## config.mk

```make
export PLATFORM = sky130hd
export DESIGN_NAME = itlb_miss_refill
export DESIGN_NICKNAME = d
export VERILOG_FILES = /design/src/rtl/itlb_miss_refill.sv
export SDC_FILE = /design/constraint.sdc
export NUM_CORES = 1
export LEC_CHECK = 0
export ABC_AREA = 1
export CAP_MARGIN = 5
export CORE_UTILIZATION = 35
export DETAILED_ROUTE_END_ITERATION = 10
export PLACE_DENSITY_LB_ADDON = 0.15
export SETUP_SLACK_MARGIN = 0.02
export SLEW_MARGIN = 20
export SYNTH_ARGS = -nofsm -noshare
export SYNTH_HDL_FRONTEND = slang
export SYNTH_SLANG_ARGS = --single-unit
```

## constraint.sdc

```tcl
create_clock -name clk -period 1.3 [get_ports clk]
set_clock_uncertainty 0.15 [all_clocks]
set_input_delay 0.26 -clock clk [delete_from_list [all_inputs] [get_ports clk]]
set_output_delay 0.26 -clock clk [all_outputs]
set_load 0.005 [all_outputs]
```

## src/rtl/itlb_miss_refill.sv

```systemverilog
// Instruction-side TLB miss handler: stalls fetch, fetches the translation from
// the unified TLB, refills a round-robin shadow ITLB slot, or reports a fault.
//
// state   | meaning
// --------+-------------------------------------------------------------
// S_IDLE  | no miss outstanding; forwards hit-stage exceptions
// S_REQ   | request presented to the unified TLB, waiting for ready
// S_WAIT  | request accepted, waiting for the response (timeout running)
// S_FILL  | single-cycle shadow ITLB write at the victim slot
// S_RETRY | single-cycle replay pulse for the stalled fetch
// S_FAULT | single-cycle exception strobe (ITLB error or machine check)
module itlb_miss_refill #(
    parameter int ENTRIES = 4,
    parameter int IDX_W   = 2,
    parameter int TIMEOUT = 255
) (
    input  logic             clk,
    input  logic             rst,
    input  logic             miss_in,
    input  logic [4:0]       exc_in,
    input  logic [31:0]      miss_ea,
    input  logic [7:0]       miss_pid,
    input  logic             miss_as,
    output logic             utlb_req_valid,
    input  logic             utlb_req_ready,
    output logic [19:0]      utlb_req_epn,
    output logic [7:0]       utlb_req_pid,
    output logic             utlb_req_as,
    input  logic             utlb_rsp_valid,
    input  logic             utlb_rsp_hit,
    input  logic [19:0]      utlb_rsp_rpn,
    input  logic [5:0]       utlb_rsp_permis,
    output logic             fill_valid,
    output logic [IDX_W-1:0] fill_idx,
    output logic [19:0]      fill_epn,
    output logic [19:0]      fill_rpn,
    output logic [7:0]       fill_tid,
    output logic             fill_ts,
    output logic [5:0]       fill_permis,
    output logic             stall,
    output logic             retry,
    output logic             exc_valid,
    output logic [4:0]       exc_code
);

    typedef enum logic [2:0] {
        S_IDLE  = 3'd0,
        S_REQ   = 3'd1,
        S_WAIT  = 3'd2,
        S_FILL  = 3'd3,
        S_RETRY = 3'd4,
        S_FAULT = 3'd5
    } state_t;

    localparam logic [4:0]       EXC_ITLB     = 5'd14;
    localparam logic [4:0]       EXC_MCHK     = 5'd1;
    localparam logic [7:0]       WAIT_LAST    = 8'(TIMEOUT - 1);
    localparam logic [IDX_W-1:0] VICTIM_LAST  = IDX_W'(ENTRIES - 1);

    state_t state;
    state_t state_nxt;

    logic [7:0]       wait_cnt;
    logic [IDX_W-1:0] victim;
    logic [19:0]      cap_epn;
    logic [7:0]       cap_pid;
    logic             cap_as;
    logic [19:0]      rsp_rpn_q;
    logic [5:0]       rsp_permis_q;

    logic             exc_valid_nxt;
    logic [4:0]       exc_code_nxt;

    // Page offset is irrelevant to the translation request.
    logic             unused_ea_offset;
    assign unused_ea_offset = ^miss_ea[11:0];

    always_ff @(posedge clk) begin
        if (rst) begin
            state <= S_IDLE;
        end else begin
            state <= state_nxt;
        end
    end

    always_comb begin
        state_nxt     = state;
        exc_valid_nxt = 1'b0;
        exc_code_nxt  = 5'd0;
        case (state)
            S_IDLE: begin
                if (miss_in) begin
                    state_nxt = S_REQ;
                end else if (exc_in != 5'd0) begin
                    exc_valid_nxt = 1'b1;
                    exc_code_nxt  = exc_in;
                end
            end
            S_REQ: begin
                if (utlb_req_ready) begin
                    state_nxt = S_WAIT;
                end
            end
            S_WAIT: begin
                // A response in the final counted cycle takes precedence over the timeout.
                if (utlb_rsp_valid) begin
                    if (utlb_rsp_hit) begin
                        state_nxt = S_FILL;
                    end else begin
                        state_nxt     = S_FAULT;
                        exc_valid_nxt = 1'b1;
                        exc_code_nxt  = EXC_ITLB;
                    end
                end else if (wait_cnt == WAIT_LAST) begin
                    state_nxt     = S_FAULT;
                    exc_valid_nxt = 1'b1;
                    exc_code_nxt  = EXC_MCHK;
                end
            end
            S_FILL:  state_nxt = S_RETRY;
            S_RETRY: state_nxt = S_IDLE;
            S_FAULT: state_nxt = S_IDLE;
            default: state_nxt = S_IDLE;
        endcase
    end

    // Strobes are registered from the next state so every output is a flop.
    always_ff @(posedge clk) begin
        if (rst) begin
            utlb_req_valid <= 1'b0;
            fill_valid     <= 1'b0;
            stall          <= 1'b0;
            retry          <= 1'b0;
            exc_valid      <= 1'b0;
            exc_code       <= 5'd0;
            wait_cnt       <= 8'd0;
            victim         <= '0;
            cap_epn        <= 20'd0;
            cap_pid        <= 8'd0;
            cap_as         <= 1'b0;
            rsp_rpn_q      <= 20'd0;
            rsp_permis_q   <= 6'd0;
        end else begin
            utlb_req_valid <= (state_nxt == S_REQ);
            fill_valid     <= (state_nxt == S_FILL);
            stall          <= (state_nxt == S_REQ) || (state_nxt == S_WAIT) ||
                              (state_nxt == S_FILL);
            retry          <= (state_nxt == S_RETRY);
            exc_valid      <= exc_valid_nxt;
            exc_code       <= exc_code_nxt;

            if (state == S_IDLE && miss_in) begin
                cap_epn <= miss_ea[31:12];
                cap_pid <= miss_pid;
                cap_as  <= miss_as;
            end

            if (state == S_REQ && utlb_req_ready) begin
                wait_cnt <= 8'd0;
            end else if (state == S_WAIT) begin
                wait_cnt <= wait_cnt + 8'd1;
            end

            if (state == S_WAIT && utlb_rsp_valid && utlb_rsp_hit) begin
                rsp_rpn_q    <= utlb_rsp_rpn;
                rsp_permis_q <= utlb_rsp_permis;
            end

            if (state == S_FILL) begin
                victim <= (victim == VICTIM_LAST) ? '0 : victim + IDX_W'(1);
            end
        end
    end

    assign utlb_req_epn = cap_epn;
    assign utlb_req_pid = cap_pid;
    assign utlb_req_as  = cap_as;
    assign fill_idx     = victim;
    assign fill_epn     = cap_epn;
    assign fill_rpn     = rsp_rpn_q;
    assign fill_tid     = cap_pid;
    assign fill_ts      = cap_as;
    assign fill_permis  = rsp_permis_q;

endmodule
```

==> out/metrics.cfg <==
[final_layout]
nets=682
areaGrowthSynthToFinish_pct=70.5
drive_gt1_share_pct=50.2
diodes=0
final_util_pct=62.5

[timing]
rsz0062_at_grt=true
fin_crit_ns=1.41
setup_viol=58
timing.final.crit_share_pct=108
fin_ws_ns=-0.109
fmax_mhz=710
max_slew_margin_pct=81.8
hold_slack_ns=0.303
tightest_slew_ns=0.272
hold_violations=0
slew_violations=0

[pwr]
internal_power_mw=4.35
switching_share_pct=25.6
p_switching_mw=1.50
p_seq_share_pct=44.9
clock_power_share_pct=33.6
peakVddDrop_uv=460
p_comb_share_pct=21.5
leakage_nw=2.46
p_per_area_nw_per_um2=1060

[outcome]
violations=DRC, setup timing
status=finished, violations left

[drt]
final_antenna_net_count=0
firstDrtPassIters=7
via_count=3350
via_per_inst=4.70
drc_errors=17
wl_per_cell_microns=13.5
first_iter_violations=83
wirelength_mm=9.60

[floorplan]
initial_core_util_pct=36.7
core_area_sq_um=8810
ioPinCount=174
die-width_microns=98.0
dieArea_sq_um=9610
die_height_microns=98.0
num_rows=34

[global_route]
met3_usage_pct=5.51
use_met2_pct=34.1
gr-total-overflow=0
grt_max_degree=59
grt_pass1_wl_mm=15.1
antenna_found_initial=0
top_usage_layer=met2
grt_util_met1_pct=23.3
grt_use_total_pct=19.6
grt_pass1_vias=3188

[synthesis]
synth_edf_count=0
syn_nets=486
syn-cell-area_sq_um=3230
async_flop_share_pct=0
synth_area_leaders=dfxtp_1 48%, a21oi_1 11%, buf_4 7.7%, nand2_1 6.6%, inv_1 5.3%
synth_largest_area_cell=dfxtp_1
synth.top_cell.area_share_pct=48.4
ys_types=29
synth-main-ff-cell=dfxtp_1
ys_seq_elements=78
ys_seq_area_share_pct=48.4
yosysWarnings=0
netlist_instances=405
avgSynthCellArea_sq_um=7.97

[cts]
root_buffer=clkbuf_8
cts.htree.levels=3
clk_pin_slew_ns=0.08
cts_tree=yes
cts_buffers=9
insertion_delay_ns=0.35
clock-sinks=78
cts.path.max_buffers=2
cts_hold_buf=0

[worst_setup_path]
cp_data_required_time_ns=1.39
cp_max_fo=2
critPathLaunchType=register
worstSetupPathType=register to register
crit_arrival_ns=1.50
worstSetupEndpointType=register

[place]
hpwl_mm=6.10
place_congestion=0.753
port_buffers=161

[job]
maxCapViolCount=0

[worst_hold_path]
hp-class=register to register

## flip-flops by register name, summed over array words and instances (netlist names), 2 cells and up
register and flops:
fill_idx 2, fill_epn 20, fill_permis 6, exc_code 5, wait_cnt 8, fill_rpn 20, fill_tid 8, state 3
## cells in the final DEF, fill, tap and decap left out, types with 4 or more instances in the layout
master,n
buf_2,80
clkdlybuf4s50_1,64
dfxtp_2,60
a21oi_1,57
nand2_1,42
inv_1,42
buf_4,42
buf_6,38
o21ai_1,29
nand3_1,23
nor2_1,16
dfxtp_1,16
nand2_2,12
a21oi_2,11
nand3_2,9
clkbuf_8,9
buf_12,6
o21ai_2,5
inv_2,4
nand2_4,4
## path summary, 6_finish.rpt
kind                                  start           to  slack [ns]  cells past startpoint
worst min-delay path            fill_tid[5]  fill_tid[5]        0.30                      2
worst min register to register  fill_tid[5]  fill_tid[5]        0.30                      2
worst max register to register  wait_cnt[0]   fill_valid       -0.11                      8
worst max-delay path            wait_cnt[0]   fill_valid       -0.11                      8
## worst max-delay path: stages (launching register included)
cell and delay [ns]:
dfxtp_2 0.33, inv_2 0.07, ha_4 0.13, nand2_4 0.05, nor2_4 0.10, nand2_2 0.09, o21ai_2 0.17, and2_4 0.17
nor2_1 0.04
## stage by stage
stage	instance area [sq um]	power [mW]	cells	setup WS (ns)	setup TNS (ns)
6_report	5500	5.84	713	-0.109	-2.38
2_1_floorplan	3230	3.11	405	-0.00510	-0.00510
3_5_place_dp	4920	3.74	655	-0.381	-23.68
3_3_place_gp	4920	3.71	655	-0.356	-21.04
5_1_grt	5500	6.12	713	-0.199	-7.84
4_1_cts	5240	5.80	704	-0.114	-5.00
## synthesized netlist by cell type (3+ instances only)
library cell / n
nand2_1: 57
o21ai_1: 3
ha_1: 3
inv_1: 46
nand3_1: 32
dfxtp_1: 78
clkbuf_1: 7
o21ai_0: 34
nor2_1: 19
buf_6: 3
a21oi_1: 68
nand4_1: 3
buf_4: 33
buf_2: 4
## layout make-up
class	instances	area (sq um)
timing repair buffer	233	1970
sequential	78	1640
clock inverter	6	86.3
fill	789	3300
multi-input combinational	231	1360
tap	108	135
clock buffer	9	124
inverter	48	190
## metal layers
layer  wire [microns]  vias to the layer above
li1                 -                     1680
met1             4000                     1541
met2             4770                      121
met3              769                        8
met4               57                        0
met5                0                        -
## power by group through the flow
stage	clock [mW]	sequential [mW]	combinational [mW]
2_1_floorplan	0	2.67	0.446
3_3_place_gp	0	2.66	1.05
3_5_place_dp	0	2.67	1.07
4_1_cts	2.03	2.62	1.15
5_1_grt	2.12	2.64	1.35
6_report	1.97	2.62	1.25
## logic make-up after synthesis
family | after synthesis | share of synthesized area [%]
adders and majority gates | 3 | 1.16
buffers and inverters | 97 | 16.2
DFF | 78 | 48.4
AOI/OAI and AO/OA | 106 | 16.6
and+or+nand+nor | 120 | 17.4
xor gates and xnor gates | 1 | 0.271
## what timing repair did
action                                  in CTS  in global routing
endpoints found under the setup margin     171                 93
gates resized for setup                    493                 76
gates cloned                                 2                  1
pin swaps                                   10                 26
buffers inserted                            32                  9
No activity file was read; power rests on OpenSTA's default activity.
